<file path="src/rtl/router_out_drain.sv">
// router_out_drain
//   Drains one router output port a packet at a time. When the port reports
//   data (vld_out), the block waits START_DLY cycles, then issues read_enb and
//   pulls the header {len, addr}, len payload bytes and one parity byte.
//   Payload bytes are presented on rx_data/rx_data_valid. Each packet ends in
//   a one-cycle pkt_done carrying parity/address/truncation status.
//
// Ports
//   clock, resetn        : clock, asynchronous active-low reset
//   vld_out, data_out    : router port status and data (data one cycle after read)
//   read_enb             : combinational read request to the router
//   rx_data, rx_data_valid : registered payload byte and its strobe
//   pkt_done             : one-cycle end-of-packet strobe
//   pkt_len              : len field of the most recent header
//   parity_err, addr_err, trunc_err : status, valid only with pkt_done
//   pkt_count            : number of pkt_done strobes (wraps)
module router_out_drain #(
    parameter int unsigned START_DLY = 2,
    parameter logic [1:0]  PORT_ADDR = 2'b01,
    parameter int unsigned STALL_MAX = 32
) (
    input  logic       clock,
    input  logic       resetn,
    input  logic       vld_out,
    input  logic [7:0] data_out,
    output logic       read_enb,
    output logic [7:0] rx_data,
    output logic       rx_data_valid,
    output logic       pkt_done,
    output logic [5:0] pkt_len,
    output logic       parity_err,
    output logic       addr_err,
    output logic       trunc_err,
    output logic [7:0] pkt_count
);

    localparam int DLY_W   = 5;
    localparam int STALL_W = $clog2(STALL_MAX + 1);

    typedef enum logic [1:0] {IDLE, WAIT, READ, DONE} state_t;

    state_t               state, state_nxt;
    logic [DLY_W-1:0]     dly_cnt;
    logic [STALL_W-1:0]   stall_cnt;
    logic [6:0]           issued;
    logic [6:0]           rcv_idx;
    logic                 hdr_seen;
    logic                 rd_vld_p1;
    logic [7:0]           xor_acc;
    logic                 par_err_r, addr_err_r, trunc_r;

    logic [6:0]           target;
    logic                 reads_left;
    logic                 stalled, stall_hit;
    logic                 byte_hdr, byte_pay, byte_par;

    // Until the header lands only header + parity are known to exist, so a
    // len=0 packet never over-reads.
    assign target     = hdr_seen ? (7'(pkt_len) + 7'd2) : 7'd2;
    assign reads_left = (issued < target);
    assign read_enb   = (state == READ) && vld_out && reads_left;
    assign stalled    = (state == READ) && !vld_out && reads_left;
    assign stall_hit  = stalled && (stall_cnt == STALL_W'(STALL_MAX - 1));

    // ---- stage p1: byte returned by the router for the read accepted last cycle
    assign byte_hdr = (state == READ) && rd_vld_p1 && !hdr_seen;
    assign byte_par = (state == READ) && rd_vld_p1 && hdr_seen &&
                      (rcv_idx == 7'(pkt_len) + 7'd1);
    assign byte_pay = (state == READ) && rd_vld_p1 && hdr_seen && !byte_par;

    always_comb begin
        state_nxt = state;
        unique case (state)
            IDLE: if (vld_out) state_nxt = (START_DLY == 0) ? READ : WAIT;
            WAIT: begin
                // vld_out falling here means the router soft-reset its port
                if (!vld_out)
                    state_nxt = IDLE;
                else if (dly_cnt == DLY_W'(START_DLY - 1))
                    state_nxt = READ;
            end
            READ: if (byte_par || stall_hit) state_nxt = DONE;
            DONE: state_nxt = IDLE;
            default: state_nxt = IDLE;
        endcase
    end

    always_ff @(posedge clock or negedge resetn) begin
        if (!resetn)
            state <= IDLE;
        else
            state <= state_nxt;
    end

    always_ff @(posedge clock or negedge resetn) begin
        if (!resetn) begin
            dly_cnt <= '0;
        end else if (state == WAIT) begin
            dly_cnt <= dly_cnt + DLY_W'(1);
        end else begin
            dly_cnt <= '0;
        end
    end

    always_ff @(posedge clock or negedge resetn) begin
        if (!resetn) begin
            issued    <= '0;
            rcv_idx   <= '0;
            hdr_seen  <= 1'b0;
            stall_cnt <= '0;
            rd_vld_p1 <= 1'b0;
        end else begin
            rd_vld_p1 <= read_enb;
            if (state != READ) begin
                issued    <= '0;
                rcv_idx   <= '0;
                hdr_seen  <= 1'b0;
                stall_cnt <= '0;
            end else begin
                if (read_enb) begin
                    issued    <= issued + 7'd1;
                    stall_cnt <= '0;
                end else if (stalled) begin
                    stall_cnt <= stall_cnt + STALL_W'(1);
                end
                if (rd_vld_p1)
                    rcv_idx <= rcv_idx + 7'd1;
                if (byte_hdr)
                    hdr_seen <= 1'b1;
            end
        end
    end

    // ---- stage p2: registered payload output, header capture and parity
    always_ff @(posedge clock or negedge resetn) begin
        if (!resetn) begin
            rx_data       <= 8'h00;
            rx_data_valid <= 1'b0;
            pkt_len       <= 6'd0;
            xor_acc       <= 8'h00;
        end else begin
            rx_data_valid <= byte_pay;
            if (byte_pay)
                rx_data <= data_out;
            if (byte_hdr) begin
                pkt_len <= data_out[7:2];
                xor_acc <= data_out;
            end else if (byte_pay) begin
                xor_acc <= xor_acc ^ data_out;
            end
        end
    end

    always_ff @(posedge clock or negedge resetn) begin
        if (!resetn) begin
            par_err_r  <= 1'b0;
            addr_err_r <= 1'b0;
            trunc_r    <= 1'b0;
        end else if (state == IDLE) begin
            par_err_r  <= 1'b0;
            addr_err_r <= 1'b0;
            trunc_r    <= 1'b0;
        end else begin
            if (byte_hdr)
                addr_err_r <= (data_out[1:0] != PORT_ADDR);
            if (byte_par)
                par_err_r <= (data_out != xor_acc);
            if (stall_hit)
                trunc_r <= 1'b1;
        end
    end

    // Counted on entry to DONE so the new value is visible with pkt_done.
    always_ff @(posedge clock or negedge resetn) begin
        if (!resetn)
            pkt_count <= 8'd0;
        else if (state == READ && state_nxt == DONE)
            pkt_count <= pkt_count + 8'd1;
    end

    assign pkt_done   = (state == DONE);
    assign parity_err = pkt_done & par_err_r;
    assign addr_err   = pkt_done & addr_err_r;
    assign trunc_err  = pkt_done & trunc_r;

endmodule

</file>
<file path="config.mk">
export PLATFORM = sky130hd
export DESIGN_NAME = router_out_drain
export DESIGN_NICKNAME = d
export VERILOG_FILES = /design/src/rtl/router_out_drain.sv
export SDC_FILE = /design/constraint.sdc
export NUM_CORES = 1
export LEC_CHECK = 0
export CAP_MARGIN = 20
export CORE_ASPECT_RATIO = 0.9
export CORE_MARGIN = 3
export CORE_UTILIZATION = 25
export CTS_CLUSTER_SIZE = 20
export DETAILED_ROUTE_END_ITERATION = 10
export PLACE_DENSITY = 0.5
export SETUP_SLACK_MARGIN = 0.15
export SLEW_MARGIN = 30
export SYNTH_ARGS = -nofsm -noshare
export SYNTH_HDL_FRONTEND = slang
export SYNTH_SLANG_ARGS = --single-unit
</file>
<file path="constraint.sdc">
create_clock -name clock -period 3.2 [get_ports clock]
set_input_delay 0.32 -clock clock [delete_from_list [all_inputs] [get_ports clock]]
set_output_delay 0.32 -clock clock [all_outputs]
set_load 0.02 [all_outputs]
</file>
After elaboration in Yosys (flattened, before gate mapping)
Cells that the tools add are included.
{ "word_totals": {"output_inout_bits": 28, "inputBits": 11, "rom_bits": 0, "latchBits": 0, "register_bits": 63, "mem_count": 0, "ramBits": 0} }
{ "op_classes": {"shifts": 0, "eq_ne": 10, "n_mul": 0, "addsub": 7, "n_bitwise": 4, "muxes": 24, "reduce_logical": 24, "n_div": 0, "n_lt_le_gt_ge": 1} }
{ "op_table": {"columns": ["cell", "n"], "rows": [
  ["7-bit 2-to-1 mux", 5],
  ["6-bit 2-to-1 mux", 3],
  ["8-bit 2-to-1 mux", 2],
  ["7-bit by 1-bit adder with 7-bit output (second input constant)", 2],
  ["2-bit nonzero test", 7],
  ["1-bit logical AND", 11],
  ["8-bit by 1-bit adder with 8-bit output (second input constant)", 1],
  ["1-bit 2-to-1 mux", 8],
  ["2-bit 2-to-1 mux", 4],
  ["8-bit != test", 1],
  ["2-bit one-hot mux with 4 select lines", 1],
  ["8-bit bitwise XOR", 1],
  ["6-bit by 1-bit adder with 7-bit output (second input constant)", 1],
  ["6-bit by 2-bit adder with 7-bit output (second input constant)", 1],
  ["7-bit equality test", 1],
  ["7-bit < comparator", 1],
  ["6-bit by 1-bit adder with 6-bit output (second input constant)", 1],
  ["2-bit equality test (second input constant)", 3],
  ["6-bit by 5-bit equality test with 1-bit output (second input constant)", 1],
  ["5-bit by 1-bit adder with 5-bit output (second input constant)", 1],
  ["5-bit by 1-bit equality test with 1-bit output (second input constant)", 1],
  ["5-bit 2-to-1 mux", 1],
  ["1-bit bitwise AND", 3],
  ["1-bit logical NOT", 3],
  ["other kinds (6)", 6]
]} }

Depth between registers and ports, before layout
Gate-level depths: netlist (run 1).
{ "logic_depth": {"depth_word": 10, "depth_mapped": 11} }

Worst setup path before layout (run 1)
Ideal clock, no wire load.
{ "synth_timing": {"path_kind": "flip-flop to output port", "start": "register pkt_len[2]", "end": "output port read_enb", "setup_slack_ps": 505, "required_time_ps": 2880, "path_buffers": 0, "path_stages_with_launch": 10, "t_arrival_ps": 2375, "path_cell_list": "dfrtp_1 -> ha_1 -> nand3_1 -> xnor2_1 -> nand2_1 -> ha_1 -> nand2_1 -> o21ai_0 -> a21o_1 -> nor3_1"} }
{ "synth_via": {"elab_chain_cells": 4} }
{ "synth_rtl": {"columns": ["element", "line", "source"], "rows": [
  ["start: declaration", "30", "output logic [5:0] pkt_len,"],
  ["start signal: assignment", "146", "pkt_len <= data_out[7:2];"],
  ["6-bit by 2-bit adder with 7-bit output", "59", "assign target = hdr_seen ? (7'(pkt_len) + 7'd2) : 7'd2;"],
  ["7-bit 2-to-1 mux", "59", null],
  ["7-bit < comparator", "60", "assign reads_left = (issued < target);"],
  ["1-bit logical AND", "61", "assign read_enb = (state == READ) && vld_out && reads_left;"],
  ["end: declaration", "26", "output logic read_enb,"]
]} }
Every way passes these cells.

Worst setup path after layout (run 1)
{ "layout_timing": {"start": "register pkt_len[1]", "end": "output port read_enb"} }
The elaborated chain is that of the path after synthesis.

==> qor.csv, run 1 <==
metric;value;unit
path_class;register to primary output;
nNetsFinal;397;
place_area;0.003910;mm^2
timing.critical_path.mode_cell;nand2_1;
p_per_area;716.6;mW/mm^2
track_usage;0.1068;
slew_viol_final;0;
drcViolationCount;0;
final_cell_area;0.004285;mm^2
grt.met1_usage;0.1457;
synth_nets;354;
clk_transition_reported_paths;0.05;ns
cp-end-kind;primary output;
syn_to_final_growth;27.89;%
wire_per_inst;13.73;um
cts-htree-levels;3;
core;0.01288;mm^2
grt_pass1_wl;12.54;mm
min_period;2.755;ns
start_util;0.2601;
syn_inst;329;
rows;39;
worst_path_max_delay_cell;dfrtp_2;
cts-buffers-inserted;9;
grt-ovfl-total;0;
cap_violations;0;
async_reset_ff_frac;1.000;
post-place-cells;525;
synth_ff_type;dfrtp_1;
timing.hold.ws;0.1725;ns
die_height;115.8;um
finalWirelength;7.428;mm
clock.fmax;362.9;MHz
drtPass1Iterations;4;
critPathBufInv;1;
drtIter0Drc;127;
cts_tree;yes;
fillCellCount;1335;
rsz0062_at_grt;false;
use_met3;0.04332;
max-clock-path-buffers;2;
cts_root_buf;clkbuf_16;
dieWidth;128.0;um
ys_seq_area_frac;0.4705;
post_cts_buffers;0;
io_buffers;38;
post-route-util;0.3327;
grt_max_degree;64;
avgSynthCellArea;10.18;um^2
cp_data_arrival_time;2.44;ns
hold_buffers;0;
mostFrequentLayoutCell;dfrtp_1;
syn_area;0.003351;mm^2
mostFrequentLayoutCells;62 x dfrtp_1, 40 x nand2_1, 36 x clkdlybuf4s50_1;
clkLatencyLatePin;0.33;ns
ys_ff_latch;63;
clock_skew;0.005288;ns
cts_sinks;63;
drtAntennaViolNets;0;
status;completed;
via_per_inst;4.621;
worst-slew-pin-transition;0.8221;ns
dieArea;0.01483;mm^2
grt_antenna_before_repair;0;
synth_edf_count;0;
crit_family;adder cells;
gr-usage-met2;0.1577;
yosysWarnings;0;
static-leakage-power;0.001815;uW
crit_path_max_incr_delay;0.41;ns
antennaDiodeCount;0;
max_slew_margin;0.4519;
path_max_fanout;7;
drive_above_1_share;0.1459;
grt.busiest_layer;met2;
io_pins;39;
final_cells;541;
grt_pass1_vias;2470;
required;2.88;ns
ir_drop;0.3211;mV
vias;2500;
fin_crit_sh;0.8610;
place_congestion;0.7769;
dpl.hpwl;5.155;mm
holdCritPathClass;primary input to asynchronous set/reset pin;
yosysUniqueCellTypes;46;
hold_violations;0;
start_kind;register;
finalSetupViolations;0;
setup-tns-final;0;ns
cp_cell_sequence;ha_2 > nand3_1 > xnor2_1 > nand2_1 > ha_1 > nand2_1 > o21ai_0 > a21o_2 > nor3_2 > buf_2;
cell families after synthesis:
logic type	count (synthesis)	share of synthesized area
compound gates	45	0.09000
flops	63	0.4705
xor+xnor	40	0.1046
fa+ha+maj	14	0.05228
buf+inv	12	0.01643
mux	12	0.03921
simple gates	143	0.2270
power by group:
group | internal, uW | leakage (uW) | switching [uW]
Clock | 835 | 0.000179 | 352
Sequential | 907 | 0.000834 | 170
Combinational | 369 | 0.000802 | 439
worst paths after layout:
kind	startpoint	to	slack, ns	cells after the start
min in group clock	pkt_count[7]$_DFFE_PN0P_	pkt_count[7]$_DFFE_PN0P_	0.47	1
worst min-delay path	resetn	stall_cnt[3]$_DFFE_PN0P_	0.17	2
worst min register to register	pkt_count[7]$_DFFE_PN0P_	pkt_count[7]$_DFFE_PN0P_	0.47	1
worst max-delay path	pkt_len[1]$_DFFE_PN0P_	read_enb	0.44	10
max in group asynchronous	resetn	pkt_len[1]$_DFFE_PN0P_	2.45	2
worst max register to register	pkt_len[1]$_DFFE_PN0P_	issued[3]$_DFFE_PN0P_	0.50	12
per-stage QoR:
step / power, uW / worst slack (ns)
after floorplan: 1625 / 0.5046
after global placement: 1884 / 0.2933
after detailed placement: 1897 / 0.1803
after CTS: 3106 / 0.1663
after global routing: 3253 / 0.2021
final: 3071 / 0.4447
cells in the mapped netlist (7+ instances only):
master / n / area share
a21oi_1: 18 / 0.027
and3_1: 7 / 0.013
dfrtp_1: 63 / 0.47
ha_1: 14 / 0.052
mux2_2: 9 / 0.030
nand2_1: 40 / 0.045
nand3_1: 9 / 0.013
nand4_1: 9 / 0.017
nor2_1: 31 / 0.035
nor3b_1: 10 / 0.022
o21ai_0: 13 / 0.019
or2_2: 10 / 0.019
xnor2_1: 22 / 0.058
xor2_1: 18 / 0.047
sequential cells by signal, summed over array words and instances, names as in the netlist:
signal,count
rd_vld_p1,1
trunc_r,1
rcv_idx,7
xor_acc,8
par_err_r,1
dly_cnt,5
rx_data_valid,1
pkt_count,8
addr_err_r,1
pkt_len,6
state,2
issued,7
rx_data,8
hdr_seen,1
stall_cnt,6
worst register-to-register path, delay by kind of cell (launching register included):
family	cells	cell delay, ns
adder cells (fa/ha/maj)	2	0.52
XOR/XNOR	2	0.33
buffers and inverters	1	0.17
AND/OR/NAND/NOR	5	0.50
AO/OA/AOI/OAI	2	0.63
flip-flops	1	0.41
metal layers:
layer	wire, um	up-vias
met3	382	6
met4	65	0
met1	3712	1226
met5	0	-
met2	3267	36
li1	-	1232
cell type report:
| class | instances | area [um^2] | area share |
|---|---|---|---|
| Clock inverter | 7 | 135.1 | 0.03153 |
| Inverter | 3 | 11.26 | 0.002628 |
| Sequential cell | 63 | 1578 | 0.3682 |
| Clock buffer | 9 | 225.2 | 0.05255 |
| Multi-Input combinational cell | 254 | 1738 | 0.4055 |
| Timing Repair Buffer | 41 | 392.9 | 0.09168 |
| Tap cell | 164 | 205.2 | 0.04788 |
what timing repair did:
| item | 4_1_cts | 5_1_grt |
|---|---|---|
| endpoints found under the setup margin | 1 | 3 |
| resized for setup | 4 | 6 |
| pin swaps | 0 | 0 |
(Power assumes the default switching activity.)
==> run 2, diff against run 1 <==
--- a/config.mk
+++ b/config.mk
@@ -13,7 +13,7 @@
 export DETAILED_ROUTE_END_ITERATION = 10
 export PLACE_DENSITY = 0.5
 export SETUP_SLACK_MARGIN = 0.15
-export SLEW_MARGIN = 30
+export SLEW_MARGIN = 20
 export SYNTH_ARGS = -nofsm -noshare
 export SYNTH_HDL_FRONTEND = slang
 export SYNTH_SLANG_ARGS = --single-unit
==> run 2 against run 1 <==
Global-route usage is the same; worst setup slack improved by 0.0081 ns; clock skew barely moved; critical endpoint unchanged; largest cell class unchanged; largest power group unchanged.
==> qor.csv, run 2 (same netlist as run 1, synthesis figures left out) <==
metric;value;unit
status;completed;
cts-buffers-inserted;9;
fin_crit_sh;0.8585;
path_class;register to primary output;
drtPass1Iterations;4;
holdCritPathClass;primary input to asynchronous set/reset pin;
cp-end-kind;primary output;
cp-startpoint;pkt_len[1]$_DFFE_PN0P_;
drtIter0Drc;106;
grt_antenna_before_repair;0;
mostFrequentLayoutCells;62 x dfrtp_1, 40 x nand2_1, 36 x clkdlybuf4s50_1;
max-clock-path-buffers;2;
dieArea;0.01483;mm^2
cts_sinks;63;
static-leakage-power;0.001814;uW
finalWirelength;7.439;mm
mostFrequentLayoutCell;dfrtp_1;
slew_viol_final;0;
cts-resized-gates;4;
drcViolationCount;0;
start_util;0.2601;
io_pins;39;
drtAntennaViolNets;0;
clkLatencyLatePin;0.33;ns
setup-tns-final;0;ns
reg.largest.list;pkt_count: 8 flops, rx_data: 8 flops, xor_acc: 8 flops;
hold_buffers;0;
dpl.hpwl;5.155;mm
clock.fmax;364.0;MHz
antennaDiodeCount;0;
io_buffers;38;
p_per_area;716.7;mW/mm^2
clock_skew;0.005438;ns
cap_violations;0;
ir_drop;0.3208;mV
cts-htree-levels;3;
min_period;2.747;ns
finalSetupViolations;0;
power;3066;uW
start_kind;register;
cts_tree;yes;
clk_transition_reported_paths;0.05;ns
worst-slew-pin-transition;0.9112;ns
cp_data_arrival_time;2.43;ns
post_cts_buffers;0;
final_cells;541;
post-place-cells;525;
drive_above_1_share;0.1459;
nNetsFinal;397;
rsz0062_at_grt;false;
grt_pass1_vias;2470;
die_height;115.8;um
core;0.01288;mm^2
hold_violations;0;
wire_per_inst;13.75;um
path_max_fanout;7;
cts_root_buf;clkbuf_16;
grt_pass1_wl;12.54;mm
required;2.88;ns
grt-ovfl-total;0;
max_slew_margin;0.3889;
r2r_start;pkt_len[0]$_DFFE_PN0P_;
vias;2507;
place_congestion;0.7769;
dieWidth;128.0;um
syn_to_final_growth;27.67;%
grt_max_degree;64;
via_per_inst;4.634;
rows;39;
track_usage;0.1068;
-- run 2: cell counts in the layout (fill, tap and decap cells not counted) --
No cell type changed its count.
-- run 2: layout make-up --
type | instances | area [um^2]
timing repair buffer | 41 | 392.9
tap | 164 | 205.2
fill | 1338 | 8605
inverter | 3 | 11.26
clock buffer | 9 | 225.2
sequential | 63 | 1578
clock inverter | 7 | 135.1
multi-input combinational | 254 | 1730
-- run 2: stage by stage --
stage                     utilization  worst slack (ns)  cell area (um^2)  hold slack (ns)
after floorplan                     -            0.5046              3351          0.02441
after global placement         0.3035            0.2933              3910           0.4572
after detailed placement       0.3035            0.1803              3910           0.4624
after CTS                      0.3316            0.1663              4272           0.2216
after global routing           0.3321            0.2021              4278           0.2655
final                          0.3321            0.4527              4278           0.1735
-- run 2: per-layer routing --
layer,up-vias,global-route usage,wire length [um]
met2,44,0.1577,3263
met3,6,0.04332,409
li1,1233,-,-
met1,1224,0.1457,3700
met4,0,0.02829,65
met5,-,0,0
-- run 2: path summary, 6_finish.rpt --
| kind | end | slack (ns) | cells after the start |
|---|---|---|---|
| setup / recovery | read_enb | 0.45 | 10 |
| hold / removal | stall_cnt[3]$_DFFE_PN0P_ | 0.17 | 2 |
| setup reg to reg | xor_acc[4]$_DFFE_PN0P_ | 0.47 | 7 |
| hold reg to reg | pkt_count[7]$_DFFE_PN0P_ | 0.47 | 1 |
| max in group asynchronous | pkt_len[1]$_DFFE_PN0P_ | 2.45 | 2 |
| min in group clock | pkt_count[7]$_DFFE_PN0P_ | 0.47 | 1 |
-- run 2: critical path, stage by stage (launching register included) --
cell and delay, ns:
dfrtp_2 0.41, ha_2 0.24, nand3_1 0.10, xnor2_1 0.17, nand2_1 0.08, ha_1 0.28
nand2_1 0.09, o21ai_0 0.13, a21o_2 0.27, nor3_2 0.14, buf_2 0.19
-- run 2: power breakdown --
group	total, uW	internal (uW)	switching [uW]
combinational	802	369	434
sequential	1080	907	169
clock	1190	835	353
total	3070	2110	956
